==> config.mk <==
export PLATFORM = sky130hd
export DESIGN_NAME = lzc_arbiter_flat
export DESIGN_NICKNAME = d
export VERILOG_FILES = /design/src/rtl/lzc_arb_pkg.sv /design/src/rtl/lzc_arbiter_if.sv /design/src/rtl/lzc_arb_fifo.sv /design/src/rtl/pipe_lzc_core.sv /design/src/rtl/lzc_arbiter.sv /design/src/flat_wrapper.sv
export SDC_FILE = /design/constraint.sdc
export NUM_CORES = 1
export LEC_CHECK = 0
export BUFFER_PORTS_ARGS = -buffer_cell sky130_fd_sc_hd__buf_2
export CAP_MARGIN = 25
export CORE_ASPECT_RATIO = 2
export CORE_MARGIN = 8
export CORE_UTILIZATION = 54
export CTS_CLUSTER_SIZE = 14
export DETAILED_ROUTE_END_ITERATION = 7
export GPL_TIMING_DRIVEN = 1
export PLACE_DENSITY = 0.85
export SETUP_SLACK_MARGIN = 0.3
export SLEW_MARGIN = 10
export SYNTH_ARGS = -nofsm -noshare
export SYNTH_HDL_FRONTEND = slang
export SYNTH_SLANG_ARGS = --single-unit
==> constraint.sdc <==
create_clock -name clk -period 6.4 [get_ports clk]
set_clock_uncertainty 0.1 [all_clocks]
set_input_delay 0.96 -clock clk [delete_from_list [all_inputs] [get_ports clk]]
set_output_delay 0.96 -clock clk [all_outputs]
set_load 0.05 [all_outputs]
==> src/rtl/lzc_arb_pkg.sv <==
// -----------------------------------------------------------------------------
// lzc_arb_pkg
// Shared helpers for the lzc_arbiter block.
//   lzc_latency(size)         : pipeline depth of pipe_lzc_core. It is the
//                               number of levels in a 4-way reduction tree
//                               covering 'size' bits (64 -> 3, 16 -> 2, 4 -> 1).
//   rsp_entry_w(out_size,id_w): width of one response entry. The entry is a
//                               packed {count, zero, id}, declared in the
//                               user's scope because its field widths depend
//                               on parameters.
// No ports (package).
// -----------------------------------------------------------------------------
package lzc_arb_pkg;

  function automatic int lzc_latency(input int size);
    int     lvl;
    longint span;
    lvl  = 0;
    span = 1;
    while (span < longint'(size)) begin
      span = span * 4;
      lvl  = lvl + 1;
    end
    return lvl;
  endfunction

  function automatic int rsp_entry_w(input int out_size, input int id_w);
    return out_size + 1 + id_w;
  endfunction

endpackage

==> src/rtl/lzc_arbiter_if.sv <==
// -----------------------------------------------------------------------------
// lzc_arbiter_if
// Request and response bus of lzc_arbiter.
//   req_valid/req_ready : per-requester handshake; req_ready is one-hot or zero
//   req_data            : NREQ packed operands; requester i at [i*SIZE +: SIZE]
//   rsp_valid/rsp_ready : response handshake (show-ahead head entry)
//   rsp_count/rsp_zero/rsp_id : head entry fields
// Modports:
//   slave  - the arbiter side
//   master - the requester/consumer side
// -----------------------------------------------------------------------------
interface lzc_arbiter_if #(
  parameter int SIZE = 64,
  parameter int NREQ = 4
);
  localparam int OUT_SIZE = $clog2(SIZE + 1);
  localparam int ID_W     = $clog2(NREQ);

  logic [NREQ-1:0]      req_valid;
  logic [NREQ-1:0]      req_ready;
  logic [NREQ*SIZE-1:0] req_data;
  logic                 rsp_valid;
  logic                 rsp_ready;
  logic [OUT_SIZE-1:0]  rsp_count;
  logic                 rsp_zero;
  logic [ID_W-1:0]      rsp_id;

  modport slave (
    input  req_valid, req_data, rsp_ready,
    output req_ready, rsp_valid, rsp_count, rsp_zero, rsp_id
  );

  modport master (
    output req_valid, req_data, rsp_ready,
    input  req_ready, rsp_valid, rsp_count, rsp_zero, rsp_id
  );
endinterface

==> src/rtl/lzc_arb_fifo.sv <==
// -----------------------------------------------------------------------------
// lzc_arb_fifo
// Synchronous show-ahead FIFO with a registered output stage.
// Entries are written into a RAM array. The head is moved into an output
// register through a registered read. Total capacity is DEPTH, counting the
// RAM contents and the output register together. Data appears on data_o one
// cycle after the push edge.
// Ports:
//   clk, rst       : clock, asynchronous active-high reset (pointers/outputs)
//   push_i         : write push_data_i
//   push_data_i    : entry to write
//   pop_i          : consumer ready; a pop happens only when valid_o is high
//   valid_o        : head entry present on data_o
//   data_o         : head entry (registered)
// -----------------------------------------------------------------------------
module lzc_arb_fifo #(
  parameter int WIDTH = 8,
  parameter int DEPTH = 4
) (
  input  logic             clk,
  input  logic             rst,
  input  logic             push_i,
  input  logic [WIDTH-1:0] push_data_i,
  input  logic             pop_i,
  output logic             valid_o,
  output logic [WIDTH-1:0] data_o
);
  localparam int PTR_W = (DEPTH > 1) ? $clog2(DEPTH) : 1;
  localparam int CNT_W = $clog2(DEPTH + 1);

  logic [WIDTH-1:0] mem [DEPTH];
  logic [PTR_W-1:0] wr_ptr_q, wr_ptr_d, rd_ptr_q, rd_ptr_d;
  logic [CNT_W-1:0] mem_cnt_q, mem_cnt_d;
  logic             valid_q, valid_d;
  logic [WIDTH-1:0] data_q;
  logic             pop, load, full;

  function automatic logic [PTR_W-1:0] ptr_inc(input logic [PTR_W-1:0] p);
    return (p == PTR_W'(DEPTH - 1)) ? '0 : p + PTR_W'(1);
  endfunction

  // Refill the output register when it is empty or is being popped.
  assign pop  = valid_q && pop_i;
  assign load = (mem_cnt_q != '0) && (!valid_q || pop);
  assign full = ({1'b0, mem_cnt_q} + (CNT_W+1)'(valid_q)) == (CNT_W+1)'(DEPTH);

  always_comb begin
    wr_ptr_d  = wr_ptr_q;
    rd_ptr_d  = rd_ptr_q;
    mem_cnt_d = mem_cnt_q;
    valid_d   = valid_q;
    if (push_i) wr_ptr_d = ptr_inc(wr_ptr_q);
    if (load)   rd_ptr_d = ptr_inc(rd_ptr_q);
    case ({push_i, load})
      2'b10:   mem_cnt_d = mem_cnt_q + CNT_W'(1);
      2'b01:   mem_cnt_d = mem_cnt_q - CNT_W'(1);
      default: mem_cnt_d = mem_cnt_q;
    endcase
    if (load)     valid_d = 1'b1;
    else if (pop) valid_d = 1'b0;
  end

  always_ff @(posedge clk) begin
    if (push_i) mem[wr_ptr_q] <= push_data_i;
  end

  always_ff @(posedge clk or posedge rst) begin
    if (rst) begin
      wr_ptr_q  <= '0;
      rd_ptr_q  <= '0;
      mem_cnt_q <= '0;
      valid_q   <= 1'b0;
      data_q    <= '0;
    end else begin
      wr_ptr_q  <= wr_ptr_d;
      rd_ptr_q  <= rd_ptr_d;
      mem_cnt_q <= mem_cnt_d;
      valid_q   <= valid_d;
      if (load) data_q <= mem[rd_ptr_q];
    end
  end

  assign valid_o = valid_q;
  assign data_o  = data_q;

  // The upstream credit scheme must make overflow impossible.
  assert property (@(posedge clk) disable iff (rst) !(push_i && full));

endmodule

==> src/rtl/pipe_lzc_core.sv <==
// -----------------------------------------------------------------------------
// pipe_lzc_core
// Leading-zero counter (MSB first) with a fixed latency of LATENCY registers.
// The core never stalls and has no reset. Its output is meaningful only when
// the caller's own tag says so.
// For FAMILY "Agilex" the count is formed at the input and the register chain
// follows it, so retiming can pull the registers back into the count logic.
// For other families the operand is registered first and counted at the
// output.
// Ports:
//   clk  : clock
//   din  : operand
//   dout : count of leading zeros of din from LATENCY cycles earlier
//          (equals SIZE for an all-zero operand)
// -----------------------------------------------------------------------------
module pipe_lzc_core #(
  parameter int    SIZE     = 64,
  parameter int    OUT_SIZE = $clog2(SIZE + 1),
  parameter int    LATENCY  = 3,
  parameter string FAMILY   = "Agilex"
) (
  input  logic                clk,
  input  logic [SIZE-1:0]     din,
  output logic [OUT_SIZE-1:0] dout
);
  function automatic logic [OUT_SIZE-1:0] lzc(input logic [SIZE-1:0] v);
    logic [OUT_SIZE-1:0] c;
    c = OUT_SIZE'(SIZE);
    // The highest set bit is visited last, so it determines the result.
    for (int i = 0; i < SIZE; i++) begin
      if (v[i]) c = OUT_SIZE'(SIZE - 1 - i);
    end
    return c;
  endfunction

  if (FAMILY == "Agilex") begin : g_out_retime
    logic [OUT_SIZE-1:0] cnt_q [LATENCY];
    logic [OUT_SIZE-1:0] cnt_d [LATENCY];
    always_comb begin
      for (int i = 0; i < LATENCY; i++) cnt_d[i] = (i == 0) ? lzc(din) : cnt_q[(i == 0) ? 0 : i - 1];
    end
    always_ff @(posedge clk) begin
      for (int i = 0; i < LATENCY; i++) cnt_q[i] <= cnt_d[i];
    end
    assign dout = cnt_q[LATENCY-1];
  end else begin : g_in_retime
    logic [SIZE-1:0] opd_q [LATENCY];
    logic [SIZE-1:0] opd_d [LATENCY];
    always_comb begin
      for (int i = 0; i < LATENCY; i++) opd_d[i] = (i == 0) ? din : opd_q[(i == 0) ? 0 : i - 1];
    end
    always_ff @(posedge clk) begin
      for (int i = 0; i < LATENCY; i++) opd_q[i] <= opd_d[i];
    end
    assign dout = lzc(opd_q[LATENCY-1]);
  end

endmodule

==> src/rtl/lzc_arbiter.sv <==
// -----------------------------------------------------------------------------
// lzc_arbiter
// Shares one pipelined leading-zero counter between NREQ requesters.
// A round-robin arbiter issues at most one operation per cycle. A tag pipe
// carries each operation's requester id alongside the core. Results land in a
// show-ahead response FIFO. Credits track free FIFO slots minus in-flight
// operations, so the core never has to stall.
// Ports:
//   clk, rst     : clock, asynchronous active-high reset
//   bus          : lzc_arbiter_if.slave (request and response handshakes)
//   stat_issued  : saturating count of issued operations
//   stat_stall   : saturating count of cycles with a request pending and no credit
// Build option: define LZC_ARBITER_STATS_EN to build the two counters.
// Without it, both stat ports read 0.
// -----------------------------------------------------------------------------
module lzc_arbiter
  import lzc_arb_pkg::*;
#(
  parameter int    SIZE        = 64,
  parameter int    OUT_SIZE    = $clog2(SIZE + 1),
  parameter int    NREQ        = 4,
  parameter int    ID_W        = $clog2(NREQ),
  parameter int    LZC_LATENCY = lzc_latency(SIZE),
  parameter int    FIFO_DEPTH  = 4,
  parameter string FAMILY      = "Agilex"
) (
  input  logic              clk,
  input  logic              rst,
  lzc_arbiter_if.slave      bus,
  output logic [31:0]       stat_issued,
  output logic [31:0]       stat_stall
);
  localparam int CRED_W = $clog2(FIFO_DEPTH + 1);
  localparam int RSP_W  = rsp_entry_w(OUT_SIZE, ID_W);

  typedef struct packed {
    logic [OUT_SIZE-1:0] count;
    logic                zero;
    logic [ID_W-1:0]     id;
  } rsp_t;

  logic [CRED_W-1:0]   credits_q, credits_d;
  logic [ID_W-1:0]     rr_ptr_q, rr_ptr_d;
  logic [ID_W-1:0]     grant_idx;
  logic                grant_found;
  logic [NREQ-1:0]     grant_vec;
  logic                issue, pop;
  logic [SIZE-1:0]     core_din;
  logic [OUT_SIZE-1:0] core_dout;
  logic                tag_vld_q [LZC_LATENCY];
  logic                tag_vld_d [LZC_LATENCY];
  logic [ID_W-1:0]     tag_id_q  [LZC_LATENCY];
  logic [ID_W-1:0]     tag_id_d  [LZC_LATENCY];
  rsp_t                push_entry, rsp_head;
  logic                push;

  // Round-robin search: the first valid requester at or after rr_ptr, with
  // wrap-around modulo NREQ.
  always_comb begin : arb_search
    logic [ID_W:0]   sum;
    logic [ID_W-1:0] idx;
    sum         = '0;
    idx         = '0;
    grant_idx   = '0;
    grant_found = 1'b0;
    for (int k = 0; k < NREQ; k++) begin
      sum = {1'b0, rr_ptr_q} + (ID_W+1)'(k);
      if (sum >= (ID_W+1)'(NREQ)) sum = sum - (ID_W+1)'(NREQ);
      idx = sum[ID_W-1:0];
      if (!grant_found && bus.req_valid[idx]) begin
        grant_found = 1'b1;
        grant_idx   = idx;
      end
    end
  end

  always_comb begin
    grant_vec = '0;
    if (!rst && grant_found && (credits_q != '0)) grant_vec[grant_idx] = 1'b1;
  end

  assign bus.req_ready = grant_vec;
  assign issue         = |(bus.req_valid & grant_vec);
  assign pop           = bus.rsp_valid && bus.rsp_ready;

  // Idle cycles feed zero into the core. That result is dropped because its
  // tag is invalid.
  always_comb begin
    core_din = '0;
    if (issue) core_din = bus.req_data[grant_idx*SIZE +: SIZE];
  end

  always_comb begin
    rr_ptr_d  = rr_ptr_q;
    credits_d = credits_q;
    if (issue) rr_ptr_d = (grant_idx == ID_W'(NREQ - 1)) ? '0 : grant_idx + ID_W'(1);
    case ({issue, pop})
      2'b10:   credits_d = credits_q - CRED_W'(1);
      2'b01:   credits_d = credits_q + CRED_W'(1);
      default: credits_d = credits_q;
    endcase
  end

  // Tag pipe: stage i holds the tag of the operand that entered the core i+1
  // edges ago.
  always_comb begin
    for (int i = 0; i < LZC_LATENCY; i++) begin
      tag_vld_d[i] = (i == 0) ? issue     : tag_vld_q[(i == 0) ? 0 : i - 1];
      tag_id_d[i]  = (i == 0) ? grant_idx : tag_id_q[(i == 0) ? 0 : i - 1];
    end
  end

  always_ff @(posedge clk or posedge rst) begin
    if (rst) begin
      credits_q <= CRED_W'(FIFO_DEPTH);
      rr_ptr_q  <= '0;
      for (int i = 0; i < LZC_LATENCY; i++) begin
        tag_vld_q[i] <= 1'b0;
        tag_id_q[i]  <= '0;
      end
    end else begin
      credits_q <= credits_d;
      rr_ptr_q  <= rr_ptr_d;
      for (int i = 0; i < LZC_LATENCY; i++) begin
        tag_vld_q[i] <= tag_vld_d[i];
        tag_id_q[i]  <= tag_id_d[i];
      end
    end
  end

  pipe_lzc_core #(
    .SIZE     (SIZE),
    .OUT_SIZE (OUT_SIZE),
    .LATENCY  (LZC_LATENCY),
    .FAMILY   (FAMILY)
  ) u_core (
    .clk  (clk),
    .din  (core_din),
    .dout (core_dout)
  );

  assign push             = tag_vld_q[LZC_LATENCY-1];
  assign push_entry.count = core_dout;
  assign push_entry.zero  = (core_dout == OUT_SIZE'(SIZE));
  assign push_entry.id    = tag_id_q[LZC_LATENCY-1];

  lzc_arb_fifo #(
    .WIDTH (RSP_W),
    .DEPTH (FIFO_DEPTH)
  ) u_rsp_fifo (
    .clk         (clk),
    .rst         (rst),
    .push_i      (push),
    .push_data_i (push_entry),
    .pop_i       (bus.rsp_ready),
    .valid_o     (bus.rsp_valid),
    .data_o      (rsp_head)
  );

  assign bus.rsp_count = rsp_head.count;
  assign bus.rsp_zero  = rsp_head.zero;
  assign bus.rsp_id    = rsp_head.id;

`ifdef LZC_ARBITER_STATS_EN
  logic [31:0] stat_issued_q, stat_issued_d;
  logic [31:0] stat_stall_q, stat_stall_d;

  always_comb begin
    stat_issued_d = stat_issued_q;
    stat_stall_d  = stat_stall_q;
    if (issue && (stat_issued_q != '1)) stat_issued_d = stat_issued_q + 32'd1;
    if ((|bus.req_valid) && (credits_q == '0) && (stat_stall_q != '1))
      stat_stall_d = stat_stall_q + 32'd1;
  end

  always_ff @(posedge clk or posedge rst) begin
    if (rst) begin
      stat_issued_q <= '0;
      stat_stall_q  <= '0;
    end else begin
      stat_issued_q <= stat_issued_d;
      stat_stall_q  <= stat_stall_d;
    end
  end

  assign stat_issued = stat_issued_q;
  assign stat_stall  = stat_stall_q;
`else
  assign stat_issued = '0;
  assign stat_stall  = '0;
`endif

endmodule

==> src/flat_wrapper.sv <==
// flat-port wrapper written by rule: the top's interface ports become plain ports
module lzc_arbiter_flat import lzc_arb_pkg::*;
#(
  parameter int    SIZE        = 64,
  parameter int    OUT_SIZE    = $clog2(SIZE + 1),
  parameter int    NREQ        = 4,
  parameter int    ID_W        = $clog2(NREQ),
  parameter int    LZC_LATENCY = lzc_latency(SIZE),
  parameter int    FIFO_DEPTH  = 4,
  parameter string FAMILY      = "      "
)
  (clk, rst, stat_issued, stat_stall, bus_req_valid, bus_req_data, bus_rsp_ready, bus_req_ready, bus_rsp_valid, bus_rsp_count, bus_rsp_zero, bus_rsp_id);
  lzc_arbiter_if #(.SIZE(SIZE), .NREQ(NREQ)) bus_i ();
  input  logic clk;
  input  logic rst;
  output logic [31:0] stat_issued;
  output logic [31:0] stat_stall;
  input wire logic [$bits(bus_i.req_valid)-1:0] bus_req_valid;
  input wire logic [$bits(bus_i.req_data)-1:0] bus_req_data;
  input wire logic [$bits(bus_i.rsp_ready)-1:0] bus_rsp_ready;
  output wire logic [$bits(bus_i.req_ready)-1:0] bus_req_ready;
  output wire logic [$bits(bus_i.rsp_valid)-1:0] bus_rsp_valid;
  output wire logic [$bits(bus_i.rsp_count)-1:0] bus_rsp_count;
  output wire logic [$bits(bus_i.rsp_zero)-1:0] bus_rsp_zero;
  output wire logic [$bits(bus_i.rsp_id)-1:0] bus_rsp_id;
  assign bus_i.req_valid = bus_req_valid;
  assign bus_i.req_data = bus_req_data;
  assign bus_i.rsp_ready = bus_rsp_ready;
  assign bus_req_ready = bus_i.req_ready;
  assign bus_rsp_valid = bus_i.rsp_valid;
  assign bus_rsp_count = bus_i.rsp_count;
  assign bus_rsp_zero = bus_i.rsp_zero;
  assign bus_rsp_id = bus_i.rsp_id;
  lzc_arbiter #(.SIZE(SIZE), .OUT_SIZE(OUT_SIZE), .NREQ(NREQ), .ID_W(ID_W), .LZC_LATENCY(LZC_LATENCY), .FIFO_DEPTH(FIFO_DEPTH), .FAMILY(FAMILY)) u_core (.clk(clk), .rst(rst), .bus(bus_i), .stat_issued(stat_issued), .stat_stall(stat_stall));
endmodule
; ---- Yosys cells after proc, flatten, opt, wreduce, memory -nomap -nowiden
; Memories as Yosys holds them, arrays and structs flattened. A register that Yosys moved wholly into a read port is not among the register bits.
; Cells that the tools add are included.
[word_totals]
ff_bits = 22
ram_bits = 232
output_inout_bits = 79
elab_cells = 165
n_memories = 2
[classes]
addsub = 14
magnitude_cmp = 10
eq_ne = 8
n_shift = 1
muxes = 97
bitwise_logic = 1
reduce_logical = 20
[memory_table]
columns = name, depth, word_bits, rd, rd_clocked_by_memory_dff, write_ports, line_no
row1 = u_core.u_core.g_in_retime.opd_q, 3, 64, 3, 0, 3, pipe_lzc_core.sv:47  ; logic [SIZE-1:0] opd_q [LATENCY];
row2 = u_core.u_rsp_fifo.mem, 4, 10, 1, 1, 1, lzc_arb_fifo.sv:31  ; logic [WIDTH-1:0] mem [DEPTH];
[op_table]
columns = operator, count
row1 = two-way mux 7 bit, 64
row2 = indexed part select 256 x 9 -> 64 bit, 1
row3 = two-way mux 64 bit, 1
row4 = two-way mux 2 bit, 11
row5 = "less-than comparator 2 x 3 -> 1 bit, second input constant", 5
row6 = two-way mux 1 bit, 13
row7 = case mux 3 bit (2 select lines), 2
row8 = "== test 2 bit, second input constant", 5
row9 = ">= comparator 3 bit, second input constant", 3
row10 = binary-select mux 1 bit (select 2 bit), 4
row11 = logical AND 1 bit, 8
row12 = "subtractor 2 x 1 -> 2 bit, second input constant", 4
row13 = "== test 7 bit, second input constant", 1
row14 = "adder 2 x 1 -> 2 bit, second input constant", 3
row15 = "adder 2 x 2 -> 3 bit, second input constant", 2
row16 = "adder 3 x 1 -> 3 bit, second input constant", 2
row17 = nonzero test 2 bit, 3
row18 = nonzero test 3 bit, 2
row19 = "subtractor 3 x 1 -> 3 bit, second input constant", 2
row20 = zero test 1 bit, 5
row21 = AND 4 bit, 1
row22 = "== test 2 x 1 -> 1 bit, second input constant", 2
row23 = two-way mux 4 bit, 1
row24 = OR reduction 4 bit, 1
row25 = other kinds (5), 5

; ---- Longest topological paths before layout
; Gate-level depths: netlist of run 1.
; An unclocked memory read counts as a cell.
[depth]
depth_word = 66
ltp_mapped = 17
ltp_nobuf = 13

; ---- Hierarchy
; Synthesis of run 1 repeated with hierarchy kept, for this count alone.
[unflattened]
hier_cells = 796
hier_area_um2 = 10397.5
[by_module_without_submodules]
columns = module, instances, cells_per_inst, area_each_um2, seq_area_each_um2
row1 = pipe_lzc_core, 1, 341, 4744.6, 3843.7
row2 = lzc_arbiter, 1, 342, 3354.5, 351.6
row3 = lzc_arb_fifo, 1, 113, 2298.5, 1651.6

; ---- Worst setup path after synthesis of run 1
; Ideal clock, no wire load.
[synth_timing]
path_type = input to register
start = in bus_req_valid[1]
end = reg u_core.credits_q[2]
setup_time_ns = 0.075
arrival_ns = 3.977
t_required_ns = 6.225
path_slack_ns = 2.249
path_stages = 17
cell_sequence = nand2b_1 a21oi_1 a211oi_2 buf_4 buf_2 inv_1 ha_1 a22oi_1 a211o_1 clkbuf_1 clkbuf_1 ha_1 inv_1 fa_1 xor2_1 nor2_1 xor2_1
[synth_between]
elab_chain_len = 21
[synth_lines]
columns = item, line_no
row1 = "start, declared", flat_wrapper.sv:18  ; input wire logic [$bits(bus_i.req_valid)-1:0] bus_req_valid;
row2 = binary-select mux 1 bit (select 2 bit), lzc_arbiter.sv:70  ; if (!grant_found && bus.req_valid[idx]) begin
row3 = two-way mux 1 bit (not written as such), lzc_arbiter.sv:70
row4 = two-way mux 1 bit, lzc_arbiter.sv:70
row5 = zero test 1 bit, lzc_arbiter.sv:70
row6 = logical AND 1 bit, lzc_arbiter.sv:70
row7 = two-way mux 1 bit, lzc_arbiter.sv:70
row8 = zero test 1 bit, lzc_arbiter.sv:70
row9 = logical AND 1 bit, lzc_arbiter.sv:70
row10 = [... 4 more ...], --
row11 = net u_core.grant_idx[0], lzc_arbiter.sv:44  ; logic [ID_W-1:0] grant_idx;
row12 = [... 1 more ...], --
row13 = logical AND 1 bit (not written as such), lzc_arbiter.sv:79  ; if (!rst && grant_found && (credits_q != '0)) grant_vec[grant_idx] = 1'b1;
row14 = two-way mux 1 bit (not written as such), lzc_arbiter.sv:79
row15 = demux 1 bit (select 2 bit) (*), --
row16 = two-way mux 4 bit (*), lzc_arbiter.sv:79
row17 = AND 4 bit (*), lzc_arbiter.sv:83  ; assign issue = |(bus.req_valid & grant_vec);
row18 = OR reduction 4 bit (*), lzc_arbiter.sv:83
row19 = == test 2 x 1 -> 1 bit / == test 2 bit (equally long branches), lzc_arbiter.sv:97  ; case ({issue, pop})
row20 = case mux 3 bit (2 select lines) / nonzero test 2 bit (equally long branches), --
row21 = "end signal, assigned", lzc_arbiter.sv:115  ; credits_q <= CRED_W'(FIFO_DEPTH);
row22 = "end signal, assigned", lzc_arbiter.sv:122  ; credits_q <= credits_d;
row23 = "end, declared", lzc_arbiter.sv:42  ; logic [CRED_W-1:0] credits_q, credits_d;
; The timed path passes the listed nets; every way through them passes the cells marked *. The select of a mux whose other input is x is not followed.
; A chain may end at the register's enable or synchronous reset.

; ---- Worst setup path in the final report of run 1
[layout_timing]
start = in bus_req_valid[0]
end = reg u_core.credits_q[2]
[layout_between]
elab_chain_len = 21
[layout_lines]
columns = item, line_no
row1 = binary-select mux 1 bit (select 2 bit), lzc_arbiter.sv:70
row2 = two-way mux 1 bit (not written as such), lzc_arbiter.sv:70
row3 = two-way mux 1 bit, lzc_arbiter.sv:70
row4 = zero test 1 bit, lzc_arbiter.sv:70
row5 = logical AND 1 bit, lzc_arbiter.sv:70
row6 = two-way mux 1 bit, lzc_arbiter.sv:70
row7 = zero test 1 bit, lzc_arbiter.sv:70
row8 = logical AND 1 bit, lzc_arbiter.sv:70
row9 = [... 5 more ...], --
row10 = logical AND 1 bit (not written as such), lzc_arbiter.sv:79
row11 = two-way mux 1 bit (not written as such), lzc_arbiter.sv:79
row12 = demux 1 bit (select 2 bit), --
row13 = two-way mux 4 bit, lzc_arbiter.sv:79
row14 = AND 4 bit (*), lzc_arbiter.sv:83
row15 = OR reduction 4 bit (*), lzc_arbiter.sv:83
row16 = == test 2 x 1 -> 1 bit / == test 2 bit (equally long branches), lzc_arbiter.sv:97
row17 = case mux 3 bit (2 select lines) / nonzero test 2 bit (equally long branches), --
; Mark *: on every way between the ends. The rest lies on a longest branch, timed or not. The select of a mux whose other input is x is not followed.

==> metrics.md, run 1 <==
| Metric | Value |
|---|---|
| Status | `finished, final reports clean` |
| Vias/cell | `5.41` |
| Vias | `7954` |
| Crit-path cells | `buf_2 -> nand2b_1 -> a21o_1 -> buf_4 -> and2_4 -> clkinv_2 -> buf_4 -> ha_1 -> a22oi_1 -> a211o_2 -> buf_4 -> ha_1 -> inv_1 -> fa_1 -> xor2_1 -> nor2_1 -> xor2_1` |
| Hold Slack | `0.222 ns` |
| Hold bufs inserted after CTS | `0` |
| Drt total wl | `26000 um` |
| Ant diodes | `0` |
| Max-slew violations | `0` |
| Max-slew headroom | `49.1%` |
| Synth area leaders | `dfxtp_1, edfxtp_1, dfrtp_1` |
| Worst VDD drop | `0.602 mV` |
| CP Class | `primary input to flop` |
| Ys Warns | `0` |
| Post-CTS setup repair buffer count | `0` |
| CTS buffer count | `23` |
| Post-detail-place hpwl | `20100 um` |
| Number of synthesized flops with an enable pin | `40` |
| DRC | `0` |
| Final core occ | `65.0%` |
| Global placer's final weighted congestion | `0.875` |
| Hold Crit Class | `flop to flop` |
| Fmax | `219 MHz` |
| Clock Tree Root | `clkbuf_16` |
| Synthesized area | `0.0103 mm^2` |
| Wirelength per Cell | `17.7 um` |
| Fin Setup TNS | `0 ns` |
| # clock sinks | `264` |
| Syn Area/Cell | `10.8 um^2` |
| Seq/Total Area, Yosys | `56.9%` |
| H-tree levels | `1` |
| Synth-to-layout area growth | `18.6%` |
| Fin crit share | `71.2%` |
| Most frequent cells after synthesis | `dfxtp_1, nand2_1, buf_4` |
| RSZ-0062 raised after global routing | `false` |
| First-pass GRT wire length | `40600 um` |
| LEAKAGE | `0.00547 uW` |
| Setup crit end kind | `flop` |
| Endpoints failing hold | `0` |
| PwrDens | `476 mW/mm^2` |
| Seq cells post-synth | `264` |
| Die ar. | `0.0240 mm^2` |
| Worst-path fanout max | `70` |
| Vias in the first global route | `8442` |
| GRT Total Usage | `20.9%` |
| Top-count cell post-synth | `dfxtp_1` |
| Clock Latency Late Sink | `0.50 ns` |
| Main combinational cell family by area after synthesis | `compound AO/OA/AOI/OAI gates` |
| Mux cell area share after synthesis | `3.71%` |
| CTS Buffer Depth | `3` |
| Min Tclk post-route | `4.56 ns` |
| DR pass1 iterations | `6` |
| Cells after Synth | `953` |
| CP required | `6.72 ns` |
| Filler instances | `1452` |
| Maximum Capacitance Violations | `0` |
| Synth Area in Compound Gates | `14.4%` |
| Antenna violations before repair | `0` |
| Row count | `71` |
| Boundary pin count | `342` |
| Crit start category | `primary input` |
| Reg clk slew, reported paths | `0.06 ns` |
| Layout cells sized above 1 | `28.3%` |
| Prevailing post-synth register cell | `dfxtp_1` |
| Largest net degree at the start of global routing | `76` |
| Yosys top cell area share | `37.4%` |
| TritonCTS clock tree | `done` |
| Most used cell, CP | `buf_4` |
| Die W | `114 um` |
| Core Footprint | `0.0187 mm^2` |
| Dominant cell type by area after synthesis | `dfxtp_1` |
| Post-synth cell types | `59` |
| Antenna-violating nets left | `0` |
| GRT overflow | `0` |
| 1st-iter DRT viols | `444` |
| Async SR Flop Fraction | `12.1%` |
| Nets | `1480` |
| Adder-Cell Fraction of Synth Area | `1.73%` |
| CP Data Arrival Time | `4.88 ns` |
| XOR/XNOR Fraction of Synth Area | `0.511%` |
| Setup violations, final | `0` |
| Die height | `211 um` |
| Worst path slowest cell | `buf_4` |
| I/O Buffers | `277` |
| Slew of the pin with the lowest slew margin | `0.763 ns` |
| Post-synthesis simple-gate area fraction | `14.2%` |
| CTS resizes | `0` |
| Initial core utilization | `54.8%` |
| CP max stage delay | `0.57 ns` |
-- cell type report --
class                      count  area (um^2)  area share (%)
clock inverter                 3         23.8           0.195
clock buffer                  34          618            5.07
timing repair buffer         287         1460            12.0
sequential                   264         5850            48.0
inverter                      29          110           0.903
multi-input combinational    599         3810            31.3
tap                          255          319            2.62
-- metrics by stage --
step                worst slack [ns]  total power (uW)  instance area, um^2  cells
floorplan                       2.25              4110                10500   1016
global placement                1.59              4530                11500   1434
detailed placement              1.39              4620                11500   1434
CTS                             1.91              5840                12200   1471
global route                    1.48              6170                12200   1471
finish                          1.84              5810                12200   1471
-- state kept, by name, summed over array words and instances (netlist names), 2 cells and up --
signal and count:
u_core.credits_q 3, u_core.push_entry 2, u_core.rr_ptr_q 2, u_core.tag_id_d 4, u_core.tag_vld_d 2, u_core.u_core.g_in_retime.opd_q 192, u_core.u_rsp_fifo.data_o 10, u_core.u_rsp_fifo.mem 40
u_core.u_rsp_fifo.mem_cnt_q 3, u_core.u_rsp_fifo.rd_ptr_q 2, u_core.u_rsp_fifo.wr_ptr_q 2
-- metal layers --
layer	routed length (um)	share of wire, %	vias up	track usage [%]
met2	14700	57	322	41.4
met4	1080	4.1	0	10.2
li1	-	-	3831	-
met5	0	0	-	0
met3	1550	6.0	73	3.87
met1	8670	33	3728	19.5
-- layout by cell type, fill, tap and decap left out, types with 14 or more instances in the layout --
cell       instances
a211oi_1          66
a21oi_1           14
a311oi_1          66
and3_1            64
buf_2            277
clkbuf_16         23
conb_1            64
dfrtp_1           31
dfxtp_1          192
edfxtp_1          40
inv_1             28
nand2_1          138
nor2_1            25
nor3_1            15
nor4_1            18
-- path summary, 6_finish.rpt --
check	slack, ns	to	start	cells after the start
min in group asynchronous	0.48	u_core.rr_ptr_q[0]	rst	3
min	0.22	u_core.u_core.g_in_retime.opd_q[0][133]	u_core.u_core.g_in_retime.opd_q[0][69]	0
min reg2reg	0.22	u_core.u_core.g_in_retime.opd_q[0][133]	u_core.u_core.g_in_retime.opd_q[0][69]	0
max in group asynchronous	5.39	u_core.credits_q[2]	rst	3
max	1.84	u_core.credits_q[2]	bus_req_valid[0]	17
max reg2reg	1.91	u_core.credits_q[2]	u_core.rr_ptr_q[0]	16
-- report_power, final --
group	switching (uW)	total (uW)	internal [uW]	leakage, uW
sequential	286	2540	2260	0.00233
combinational	1290	2060	768	0.00282
clock	539	1210	668	0.000313
total	2120	5810	3690	0.00547
-- cell families (layout without fill, tap and decap cells) --
logic type	Yosys count	in the layout
other cells	1	64
compound gates	192	192
fa+ha+maj	13	13
buf+inv	153	353
mux	24	24
xor+xnor	6	6
simple gates	300	300
flops	264	264
-- critical path: cells and delay by family --
| family | cells | cell delay (ns) |
|---|---|---|
| xor gates and xnor gates | 2 | 0.35 |
| and+or+nand+nor | 3 | 0.48 |
| adders and majority gates | 3 | 1.03 |
| buffers and inverters | 6 | 1.53 |
| AOI/OAI and AO/OA | 3 | 0.51 |
Note: power is estimated with default switching activity, not from simulation.
==> run 2, diff against run 1 <==
--- a/config.mk
+++ b/config.mk
@@ -9,11 +9,11 @@
 export CAP_MARGIN = 25
 export CORE_ASPECT_RATIO = 2
 export CORE_MARGIN = 8
-export CORE_UTILIZATION = 54
+export CORE_UTILIZATION = 50
 export CTS_CLUSTER_SIZE = 14
 export DETAILED_ROUTE_END_ITERATION = 7
 export GPL_TIMING_DRIVEN = 1
-export PLACE_DENSITY = 0.85
+export PLACE_DENSITY = 0.79
 export SETUP_SLACK_MARGIN = 0.3
 export SLEW_MARGIN = 10
 export SYNTH_ARGS = -nofsm -noshare
==> constraint.sdc (replaced) <==
create_clock -name clk -period 4.6 [get_ports clk]
set_clock_uncertainty 0.1 [all_clocks]
set_input_delay 0.69 -clock clk [delete_from_list [all_inputs] [get_ports clk]]
set_output_delay 0.69 -clock clk [all_outputs]
set_load 0.05 [all_outputs]
==> run 2 against run 1 <==
Effect of this change: combinational power up 40%; routed wire length shrank 4.9%; sequential power grew 38%; hold slack lost 0.0023 ns; non-clock buffer count is 1 higher; clock power increased by 40%; largest cell class unchanged; register-to-register slack got worse by 0.52 ns; utilization shrank 4.7 points; largest power group unchanged; sequential cell count unchanged.
==> metrics.md, run 2 (synthesis gave the netlist of run 1 again) <==
| Metric | Value |
|---|---|
| Antenna violations before repair | `1 (was 0)` |
| Fin Setup TNS | `0 ns (unchanged)` |
| CTS Buffer Depth | `3 (unchanged)` |
| Post-route cell area | `0.0122 mm^2 (about the same)` |
| Fmax | `312 MHz` |
| CP Class | `flop to output port (was primary input to flop)` |
| Synth-to-layout area growth | `18.9% (was 18.6%)` |
| WHS Path Cells | `0 (unchanged)` |
| # clock sinks | `264 (unchanged)` |
| Slew of the pin with the lowest slew margin | `0.774 ns (was 0.763 ns)` |
| RSZ-0062 raised after global routing | `false (unchanged)` |
| Endpoints failing hold | `0 (unchanged)` |
| Worst flop-to-flop path startpoint | `u_core.rr_ptr_q[1] (was u_core.rr_ptr_q[0])` |
| TritonCTS clock tree | `done (unchanged)` |
| Vias | `7878 (was 7954)` |
| First-pass GRT wire length | `39100 um (was 40600 um)` |
| 1st-iter DRT viols | `423 (was 444)` |
| Min setup slack post-route | `1.39 ns (was 1.84 ns)` |
| Hold Crit Start | `u_core.u_core.g_in_retime.opd_q[0][39] (was u_core.u_core.g_in_retime.opd_q[0][69])` |
| Max-slew headroom | `48.4% (was 49.1%)` |
| CTS resizes | `0 (unchanged)` |
| Clock Latency Late Sink | `0.49 ns (was 0.50 ns)` |
| Register with the most flip-flops | `u_core.u_core.g_in_retime.opd_q (unchanged)` |
| Max-slew violations | `0 (unchanged)` |
| H-tree levels | `1 (unchanged)` |
| I/O Buffers | `277 (unchanged)` |
| Row count | `74 (was 71)` |
| Layout cells sized above 1 | `28.3% (unchanged)` |
| Status | `finished, final reports clean (unchanged)` |
| Antenna-violating nets left | `0 (unchanged)` |
| GRT Total Usage | `18.3% (was 20.9%)` |
| Pre-CTS WS | `0.978 ns (was 1.39 ns)` |
| Boundary pin count | `342 (unchanged)` |
| CP Data Arrival Time | `2.42 ns (was 4.88 ns)` |
| Die W | `117 um (was 114 um)` |
| Worst r2r dst | `u_core.credits_q[2] (unchanged)` |
| Largest net degree at the start of global routing | `79 (was 76)` |
| Worst VDD drop | `0.598 mV (was 0.602 mV)` |
| Most frequent cells in the layout | `buf_2, dfxtp_1, nand2_1 (unchanged)` |
| Nets | `1481 (was 1480)` |
| Clock Tree Root | `clkbuf_16 (unchanged)` |
| Die ar. | `0.0257 mm^2 (was 0.0240 mm^2)` |
| Setup crit end kind | `output port (was flop)` |
| Hold Crit Class | `flop to flop (unchanged)` |
| Wirelength per Cell | `16.7 um (was 17.7 um)` |
| Worst-path fanout max | `30 (was 70)` |
| GRT overflow | `0 (unchanged)` |
| CP required | `3.81 ns (was 6.72 ns)` |
| Global placer's final weighted congestion | `0.867 (was 0.875)` |
| Final Power | `8080 uW (was 5810 uW)` |
| Maximum Capacitance Violations | `0 (unchanged)` |
| Reg clk slew, reported paths | `0.06 ns (about the same)` |
| PwrDens | `661 mW/mm^2 (was 476 mW/mm^2)` |
| Crit start category | `flop (was primary input)` |
| Reg2Reg Depth | `13 (was 16)` |
| Final core occ | `60.3% (was 65.0%)` |
| Hold Path End | `u_core.u_core.g_in_retime.opd_q[0][103] (was u_core.u_core.g_in_retime.opd_q[0][133])` |
| Fin crit share | `69.7%` |
| Most common cell after layout, fill and taps aside | `buf_2 (unchanged)` |
| Vias/cell | `5.31 (was 5.41)` |
| Reg2reg setup slack | `1.39 ns (was 1.91 ns)` |
| CTS buffer count | `23 (unchanged)` |
| Placed inst area | `0.0116 mm^2 (was 0.0115 mm^2)` |
| Core Footprint | `0.0203 mm^2 (was 0.0187 mm^2)` |
| Setup violations, final | `0 (unchanged)` |
| LEAKAGE | `0.00548 uW (was 0.00547 uW)` |
| Drt total wl | `24700 um (was 26000 um)` |
| Initial core utilization | `50.7% (was 54.8%)` |
| Post-detail-place hpwl | `19200 um (was 20100 um)` |
| DR pass1 iterations | `5 (was 6)` |
| Number of flip-flops in the largest register | `192 (unchanged)` |
| Vias in the first global route | `8169 (was 8442)` |
| Die height | `219 um (was 211 um)` |
| DRC | `0 (unchanged)` |
| Min Tclk post-route | `3.21 ns` |
## run 2: where the power goes
part | internal [uW] | switching (uW) | total (uW)
registers | 3140 | 374 | 3510
clock network | 951 | 735 | 1690
logic | 1070 | 1810 | 2880
## run 2: worst max path at each step
stage,endpoint,start,slack [ns],cells past startpoint
after floorplan,u_core.credits_q[2],bus_req_valid[1],0.72,17
after global placement,u_core.credits_q[2],bus_req_valid[1],1.09,14
after detailed placement,u_core.credits_q[2],bus_req_valid[1],0.98,14
after CTS,bus_req_ready[2],u_core.rr_ptr_q[1],1.36,6
after global routing,u_core.credits_q[2],u_core.rr_ptr_q[1],1.19,13
final,bus_req_ready[2],u_core.rr_ptr_q[1],1.39,6
## run 2: cell type report
class / instances / area, um^2
Tap cell: 266 / 333
Inverter: 29 / 110
Clock buffer: 34 / 637
Timing Repair Buffer: 288 / 1470
Sequential cell: 264 / 5850
Fill cell: 1694 / 8050
Antenna cell: 1 / 2.50
Multi-Input combinational cell: 599 / 3810
Clock inverter: 2 / 13.8
## run 2: stage by stage
stage                     hold slack [ns]  std cells
after global routing                0.222       1483
after detailed placement            0.212       1445
final                               0.219       1483
after global placement              0.210       1445
after CTS                           0.220       1482
after floorplan                     0.210       1016
## run 2: repair_timing
item / CTS / global route
hold buffers: 1 / 0
endpoints found under the hold margin: 1 / 0
setup buffers: 0 / 0
## run 2: worst max-delay path, cell delays in order, from the launching register on
cell	delay (ns)
dfrtp_1	0.46
and2_1	0.20
o221ai_4	0.14
and2_4	0.39
ha_1	0.25
and2_1	0.19
buf_2	0.29
## run 2: metal layers
layer / track usage, % / wire, um
met4: 7.58 / 884
met5: 0 / 0
met1: 18.0 / 8610
met3: 3.99 / 1460
met2: 35.8 / 13800
